[src/rtl/multiport_bram_pkg.sv]
// multiport_bram_pkg: shared types and constants for the multi-read-port RAM.
// Holds the controller state encoding and the legal read-latency settings.
package multiport_bram_pkg;

   // Controller states: CLEAR sweeps zeros through the array, IDLE serves users.
   typedef enum logic {
      CLEAR = 1'b0,
      IDLE  = 1'b1
   } state_e;

   // Legal read latencies (cycles from request to o_valid).
   localparam int READ_LATENCY_ONE = 1;
   localparam int READ_LATENCY_TWO = 2;

   // True when a latency setting is one the read pipeline can build.
   function automatic bit read_latency_legal(input int lat);
      return (lat == READ_LATENCY_ONE) || (lat == READ_LATENCY_TWO);
   endfunction

endpackage

[src/rtl/bram_read_port.sv]
// bram_read_port: one read lane of multiport_bram.
// Registers the raw array word, zeroes out-of-range reads, applies the
// same-cycle write collision policy and generates the valid strobe.
// Define MULTIPORT_BRAM_BYPASS_EN for write-first forwarding on collisions;
// otherwise the lane returns the previously stored word (read-first).
module bram_read_port
   import multiport_bram_pkg::*;
#(
   parameter int ADDR_WIDTH   = 6,
   parameter int RAM_WIDTH    = 8,
   parameter int RAM_DEPTH    = 21,
   parameter int READ_LATENCY = 1
) (
   input  logic                  i_clk,
   input  logic                  i_rst_n,
   input  logic                  i_req,
   input  logic [ADDR_WIDTH-1:0] i_addr,
   input  logic [RAM_WIDTH-1:0]  i_mem_word,
   input  logic                  i_wr_hit,
   input  logic [RAM_WIDTH-1:0]  i_wr_data,
   output logic [RAM_WIDTH-1:0]  o_data,
   output logic                  o_valid,
   output logic                  o_oob
);

   localparam logic [ADDR_WIDTH:0] DEPTH_W = (ADDR_WIDTH + 1)'(RAM_DEPTH);

   logic                 in_range;
   logic [RAM_WIDTH-1:0] word_sel;
   logic                 s1_valid_q, s1_valid_d;
   logic [RAM_WIDTH-1:0] s1_data_q, s1_data_d;

   assign in_range = ({1'b0, i_addr} < DEPTH_W);
   assign o_oob    = i_req & ~in_range;

`ifndef MULTIPORT_BRAM_BYPASS_EN
   // Collision inputs only matter when forwarding is built in.
   logic unused_fwd;
   assign unused_fwd = ^{i_wr_hit, i_wr_data};
`endif

   // First stage: pick the word (forwarded or stored), zero it when out of range.
   always_comb begin
      word_sel = i_mem_word;
`ifdef MULTIPORT_BRAM_BYPASS_EN
      if (i_wr_hit) begin
         word_sel = i_wr_data;
      end
`endif
      s1_valid_d = i_req;
      s1_data_d  = s1_data_q;
      if (i_req) begin
         s1_data_d = in_range ? word_sel : '0;
      end
   end

   // First stage registers; reset flushes any in-flight read.
   always_ff @(posedge i_clk or negedge i_rst_n) begin
      if (!i_rst_n) begin
         s1_valid_q <= 1'b0;
         s1_data_q  <= '0;
      end else begin
         s1_valid_q <= s1_valid_d;
         s1_data_q  <= s1_data_d;
      end
   end

   if (READ_LATENCY == READ_LATENCY_TWO) begin : g_lat2
      logic                 out_valid_q, out_valid_d;
      logic [RAM_WIDTH-1:0] out_data_q, out_data_d;

      // Second stage: delay the strobe, hold data until the next valid word.
      always_comb begin
         out_valid_d = s1_valid_q;
         out_data_d  = s1_valid_q ? s1_data_q : out_data_q;
      end

      // Second stage registers, flushed by reset like the first stage.
      always_ff @(posedge i_clk or negedge i_rst_n) begin
         if (!i_rst_n) begin
            out_valid_q <= 1'b0;
            out_data_q  <= '0;
         end else begin
            out_valid_q <= out_valid_d;
            out_data_q  <= out_data_d;
         end
      end

      assign o_valid = out_valid_q;
      assign o_data  = out_data_q;
   end else begin : g_lat1
      assign o_valid = s1_valid_q;
      assign o_data  = s1_data_q;
   end

endmodule

[src/rtl/multiport_bram.sv]
// multiport_bram: single-write, RAM_PORTS-read memory with a zeroing sweep.
// After reset (and on i_clr) the controller spends RAM_DEPTH cycles writing
// zeros; during that time user traffic is dropped and o_busy is high.
// Out-of-range accesses raise the sticky o_oob flag.
// Define MULTIPORT_BRAM_BYPASS_EN for write-first read/write collisions.
module multiport_bram
   import multiport_bram_pkg::*;
#(
   parameter int ADDR_WIDTH   = 6,
   parameter int RAM_WIDTH    = 8,
   parameter int RAM_DEPTH    = 21,
   parameter int RAM_PORTS    = 9,
   parameter int READ_LATENCY = 1
) (
   input  logic                            i_clk,
   input  logic                            i_rst_n,
   input  logic                            i_clr,
   input  logic                            i_wr_en,
   input  logic [ADDR_WIDTH-1:0]           i_w_addrs,
   input  logic [RAM_WIDTH-1:0]            i_data,
   input  logic [RAM_PORTS-1:0]            i_rd_en,
   input  logic [ADDR_WIDTH*RAM_PORTS-1:0] i_r_addrs,
   output logic [RAM_WIDTH*RAM_PORTS-1:0]  o_data,
   output logic [RAM_PORTS-1:0]            o_valid,
   output logic                            o_busy,
   output logic                            o_oob
);

   localparam logic [ADDR_WIDTH:0]   DEPTH_W   = (ADDR_WIDTH + 1)'(RAM_DEPTH);
   localparam logic [ADDR_WIDTH-1:0] LAST_ADDR = ADDR_WIDTH'(RAM_DEPTH - 1);
   localparam int                    IDX_W     = (RAM_DEPTH > 1) ? $clog2(RAM_DEPTH) : 1;

   if (!read_latency_legal(READ_LATENCY)) begin : g_bad_latency
      $error("multiport_bram: READ_LATENCY must be 1 or 2");
   end

   state_e                state_q, state_d;
   logic [ADDR_WIDTH-1:0] cnt_q, cnt_d;
   logic                  oob_q, oob_d;

   logic [RAM_WIDTH-1:0]  mem_q [RAM_DEPTH];
   logic                  mem_we;
   logic [IDX_W-1:0]      mem_waddr;
   logic [RAM_WIDTH-1:0]  mem_wdata;

   logic                  idle;
   logic                  w_in_range;
   logic                  wr_accept;
   logic                  wr_oob;
   logic [RAM_PORTS-1:0]  port_oob;

   assign idle       = (state_q == IDLE);
   assign w_in_range = ({1'b0, i_w_addrs} < DEPTH_W);
   assign wr_accept  = idle & i_wr_en & w_in_range;
   assign wr_oob     = idle & i_wr_en & ~w_in_range;
   assign o_busy     = (state_q == CLEAR);
   assign o_oob      = oob_q;

   // Next state, sweep counter, sticky flag and the single array write port.
   always_comb begin
      state_d   = state_q;
      cnt_d     = cnt_q;
      oob_d     = oob_q | wr_oob | (|port_oob);
      mem_we    = 1'b0;
      mem_waddr = i_w_addrs[IDX_W-1:0];
      mem_wdata = i_data;
      case (state_q)
         CLEAR: begin
            mem_we    = 1'b1;
            mem_waddr = cnt_q[IDX_W-1:0];
            mem_wdata = '0;
            if (cnt_q == LAST_ADDR) begin
               state_d = IDLE;
               cnt_d   = '0;
            end else begin
               cnt_d = cnt_q + 1'b1;
            end
         end
         IDLE: begin
            mem_we = wr_accept;
            if (i_clr) begin
               state_d = CLEAR;
               cnt_d   = '0;
               oob_d   = 1'b0;
            end
         end
         default: begin
            state_d = CLEAR;
            cnt_d   = '0;
         end
      endcase
   end

   // Controller registers; reset lands in CLEAR so contents get zeroed.
   always_ff @(posedge i_clk or negedge i_rst_n) begin
      if (!i_rst_n) begin
         state_q <= CLEAR;
         cnt_q   <= '0;
         oob_q   <= 1'b0;
      end else begin
         state_q <= state_d;
         cnt_q   <= cnt_d;
         oob_q   <= oob_d;
      end
   end

   // Storage array; contents are not reset, only swept by CLEAR.
   always_ff @(posedge i_clk) begin
      if (mem_we) begin
         mem_q[mem_waddr] <= mem_wdata;
      end
   end

   for (genvar gi = 0; gi < RAM_PORTS; gi++) begin : g_port
      logic [ADDR_WIDTH-1:0] r_addr;
      logic [RAM_WIDTH-1:0]  rd_word;
      logic                  wr_hit;

      assign r_addr  = i_r_addrs[ADDR_WIDTH*gi +: ADDR_WIDTH];
      assign rd_word = mem_q[r_addr[IDX_W-1:0]];
      assign wr_hit  = wr_accept && (i_w_addrs == r_addr);

      bram_read_port #(
         .ADDR_WIDTH  (ADDR_WIDTH),
         .RAM_WIDTH   (RAM_WIDTH),
         .RAM_DEPTH   (RAM_DEPTH),
         .READ_LATENCY(READ_LATENCY)
      ) u_port (
         .i_clk     (i_clk),
         .i_rst_n   (i_rst_n),
         .i_req     (i_rd_en[gi] & idle),
         .i_addr    (r_addr),
         .i_mem_word(rd_word),
         .i_wr_hit  (wr_hit),
         .i_wr_data (i_data),
         .o_data    (o_data[RAM_WIDTH*gi +: RAM_WIDTH]),
         .o_valid   (o_valid[gi]),
         .o_oob     (port_oob[gi])
      );
   end

endmodule

[config.mk]
export PLATFORM = sky130hd
export DESIGN_NAME = multiport_bram
export DESIGN_NICKNAME = d
export VERILOG_FILES = /design/src/rtl/multiport_bram_pkg.sv /design/src/rtl/bram_read_port.sv /design/src/rtl/multiport_bram.sv
export SDC_FILE = /design/constraint.sdc
export NUM_CORES = 1
export LEC_CHECK = 0
export BUFFER_PORTS_ARGS = -buffer_cell sky130_fd_sc_hd__buf_2
export CAP_MARGIN = 0
export CORE_MARGIN = 1.5
export CORE_UTILIZATION = 31
export CTS_BUF_LIST = sky130_fd_sc_hd__clkbuf_8 sky130_fd_sc_hd__clkbuf_16
export DETAILED_ROUTE_END_ITERATION = 7
export SETUP_SLACK_MARGIN = 0.15
export SYNTH_ARGS = -nofsm -noshare
export SYNTH_HDL_FRONTEND = slang
export SYNTH_HIERARCHICAL = 1
export SYNTH_SLANG_ARGS = --single-unit
[constraint.sdc]
create_clock -name i_clk -period 4.3 [get_ports i_clk]
set_input_delay 0.215 -clock i_clk [delete_from_list [all_inputs] [get_ports i_clk]]
set_output_delay 0.215 -clock i_clk [all_outputs]
set_load 0.03 [all_outputs]
### Word level (Yosys, flattened, before mapping)

Memories as Yosys holds them, arrays and structs flattened.
Cells that the tools add are included.
W data, S select, Z words.

* output and inout port bits: 83
* RAM bits: 168
* logic and storage cells: 92
* memories kept: 1
* bits in registers: 89

* eq/ne operators: 2
* $add $sub $neg: 1
* reductions and logical operators: 1
* mux-type cells: 22
* magnitude comparators: 10
* bitwise logic cells: 34

Memory list
* mem_q: words 21, bits a word 8, read ports 9, clocked after memory_dff 0, wr ports 1, RTL line multiport_bram.sv:41 `logic [RAM_WIDTH-1:0] mem_q [RAM_DEPTH];`

Operators by type and width (count)
* $mux W8: 10
* $lt A6 B5 Y1 const B: 10
* $and A1 B1 Y1: 21
* $mux W6: 2
* $pmux W6 S2: 1
* $not A1 Y1: 11
* $reduce_or A9 Y1: 1
* $add A6 B1 Y6 const B: 1
* $eq A6 B5 Y1 const B: 1
* $mux W1: 6
* $mux W5: 1
* $pmux W1 S2: 2
* $ne A2 B2 Y1 const B: 1
* $or A1 B1 Y1: 2

### Logic depth before layout (Yosys ltp)

* depth after elaboration: 7
* mapped depth: 11

### Cells and area by module

The synthesis kept the hierarchy.

Modules (own cells, without submodules)
* multiport_bram: instances 1, area an instance 20208.1 um2, cells an instance 2210
* bram_read_port: instances 9, area an instance 471.7 um2, cells an instance 40

### Worst setup path before layout

Ideal clock, no wire load.

* path kind: register to register
* start: register state_q (netlist: idle)
* end: memory mem_q[13][0] (enable)
* buffers on the path: 1
* setup time: 0.383 ns
* path slack: 1.999 ns
* arrival: 1.917 ns
* data required time: 3.917 ns
* cell stages (with the launch flop): 5
* cells stage by stage: dfrtp_1 buf_2 clkinv_1 o32a_1 nor3_1

* elaborated cells on any way between the ends: 7
* those cells by class: mux (4); bitwise (3)

RTL lines
* start, declared: RTL line multiport_bram.sv:37 `state_e state_q, state_d;`
* start signal, assigned: RTL line multiport_bram.sv:101 `state_q <= state_d;`
* $not A1 Y1
* named net o_busy: RTL line multiport_bram.sv:25 `output logic o_busy,`
* $pmux W1 S2: RTL line multiport_bram.sv:67 `case (state_q)`
* $mux W1: RTL line multiport_bram.sv:109 `if (mem_we) begin`
* $mux W1 (implied by the code): RTL line multiport_bram.sv:110 `mem_q[mem_waddr] <= mem_wdata;`
* end, declared: RTL line multiport_bram.sv:41

The timed path passes the listed nets, and every way through them passes these cells.

### Final worst setup path

* start: register state_q (netlist: idle)
* end: memory mem_q[18][0] (enable)

* word-level cells in the longest chain between the ends: 5
* elaborated cells on any way between the ends: 7
* those cells by class: mux (4); bitwise (3)

RTL lines
* $and A1 B1 Y1 (2 in a row): RTL line multiport_bram.sv:54 `assign wr_accept = idle & i_wr_en & w_in_range;`
* $pmux W1 S2: RTL line multiport_bram.sv:67
* $mux W1: RTL line multiport_bram.sv:109
* $mux W1 (implied by the code): RTL line multiport_bram.sv:110

Several ways; a longest one is shown, not always the timed one.

==> impl_metrics.json <==
{
  "overflow": 0,
  "final_layout_size_suffix_gt1_frac": 0.182,
  "clock_skew_ns": 0.0391,
  "antenna_left": 0,
  "dieArea_um2": 78700,
  "period_share": 0.679,
  "post_cts_buffers": 0,
  "placed_cells": 3334,
  "num-nets-final": 2420,
  "path_class": "flip-flop to flip-flop",
  "fin_util": 0.333,
  "cts_tree": "done",
  "crit_slowest_cell": "nor3_1",
  "grt_pass1_vias": 19500,
  "ios": 164,
  "syn_area_um2": 23900,
  "max_cap_viol_count": 0,
  "power_frac_clock": 0.234,
  "cts_buffers": 29,
  "antenna_found_initial": 9,
  "firstDrtPassIters": 7,
  "final_common_cell": "mux2i_1",
  "path_common_cell": "nor3_1",
  "worst_path_largest_cell_delay_ns": 0.89,
  "vias_per_cell": 6.36,
  "dieHeight_um": 280,
  "grt_max_degree": 68,
  "status": "completed",
  "core_um2": 76100,
  "synth_area_per_cell_um2": 9.55,
  "arrival_ns": 3.16,
  "clkTransAtPathRegs_ns": 0.06,
  "pwr-share-comb": 0.372,
  "p_seq_frac": 0.395,
  "tns_ns": 0,
  "cts_root_buf": "clkbuf_16",
  "p_sw_mw": 4.71,
  "finalSetupViolations": 0,
  "grt_pass1_wl_mm": 144,
  "wl_mm": 102,
  "die_w_um": 280,
  "finalHoldViolCount": 0,
  "mostFrequentLayoutCells": "mux2i_1, o22ai_1, edfxtp_1, buf_2, nand3_1",
  "fmax_ghz": 0.342,
  "cp.buffers_inverters": 1,
  "worstPathRequired_ns": 4.54,
  "slew_violations": 0,
  "ir_drop_uv": 338,
  "crit_family": "simple AND/OR/NAND/NOR gates",
  "yosys_warnings": 6,
  "globalplace.congestion": 1.03,
  "syn-num-nets": 2581,
  "ctsHtreeMaxLevel": 1,
  "clockBufferDepth": 3,
  "start_util": 0.314,
  "slew_headroom": 0.215,
  "drc": 0,
  "hold_path_class": "input port to flip-flop",
  "whs_ns": 0.0382,
  "crit_chain": "clkinv_1 -> nor3_1 -> a21oi_1 -> nor3_1",
  "p_per_area_nw_per_um2": 434,
  "period_minus_slack_ns": 2.92,
  "intPower_mw": 6.27,
  "clkLatencyLatePin_ns": 0.62,
  "track_usage": 0.250,
  "io_buffer_count": 163,
  "drt_iter0_markers": 3588,
  "place_hpwl_mm": 74.9,
  "worstSetupStartpointType": "flip-flop",
  "worst_slew_pin_slew_ns": 1.18,
  "via_count": 21600,
  "swShare": 0.429,
  "clkSinkCount": 257,
  "final_cells": 3392,
  "syn2layout_area_growth_pct": 6.09,
  "cp_max_fo": 33,
  "synthCells": 2498,
  "wl_per_cell_um": 30.0,
  "rsz0062_at_grt": "false",
  "leakage_nw": 10.4,
  "worst_setup_path_end_kind": "flip-flop",
  "rows": 101
}
-- power groups by stage --
stage	logic, mW	registers, mW	clock network [mW]
floorplan	2.60	4.28	0
global placement	4.01	4.30	0
detailed placement	4.03	4.29	0
CTS	4.05	4.25	2.61
global route	4.36	4.36	2.70
finish	4.08	4.33	2.57
-- worst reg2reg max path, stage by stage, from the launching register on --
cell and delay [ns]:
dfrtp_2 0.84, clkinv_1 0.43, nor3_1 0.26, a21oi_1 0.13, nor3_1 0.89
-- metrics by stage --
step / setup slack [ns] / instance area, um^2 / power, mW
floorplan: 2.00 / 23900 / 6.87
global placement: 1.46 / 24300 / 8.31
detailed placement: 1.43 / 24300 / 8.32
CTS: 1.45 / 25300 / 10.9
global route: 1.22 / 25300 / 11.4
finish: 1.38 / 25300 / 11.0
-- metal layers --
| metal | part of all wire | global-route usage |
|---|---|---|
| met5 | 0.00053 | 0 |
| met4 | 0.066 | 0.138 |
| met3 | 0.12 | 0.0602 |
| met2 | 0.40 | 0.345 |
| met1 | 0.41 | 0.352 |
-- cell type report --
| class | count | area [um^2] |
|---|---|---|
| fill | 7870 | 50800 |
| multi-input combinational | 1768 | 14300 |
| timing repair buffer | 201 | 1130 |
| inverter | 80 | 300 |
| clock buffer | 29 | 726 |
| tap | 1030 | 1290 |
| clock inverter | 24 | 246 |
| antenna | 3 | 7.51 |
| sequential | 257 | 7270 |
-- registers in the layout, summed over array words and instances (netlist names) --
register and count:
o_oob 1, cnt_q 6, idle 1, mem_q 168, g_port.u_port/o_data 72, g_port.u_port/o_valid 9
-- worst paths after layout --
path	slack [ns]	depth (start not counted)	start	end
hold reg to reg	0.53	2	g_port[6].u_port/o_data[0]	g_port[6].u_port/o_data[0]
hold / removal	0.04	3	i_wr_en	o_oob
min in group asynchronous	0.17	2	i_rst_n	cnt_q[4]
setup reg to reg	1.38	4	idle	mem_q[18][0]
max in group asynchronous	2.96	3	i_rst_n	g_port[3].u_port/o_data[1]
setup / recovery	1.38	4	idle	mem_q[18][0]
-- repair_timing --
| item | in CTS | in global routing |
|---|---|---|
| resized for setup | 0 | 0 |
| hold buffers | 2 | 0 |
| endpoints found under the setup margin | 0 | 0 |
| endpoints found under the hold margin | 45 | 0 |
No activity file was read; power rests on OpenSTA's default activity.
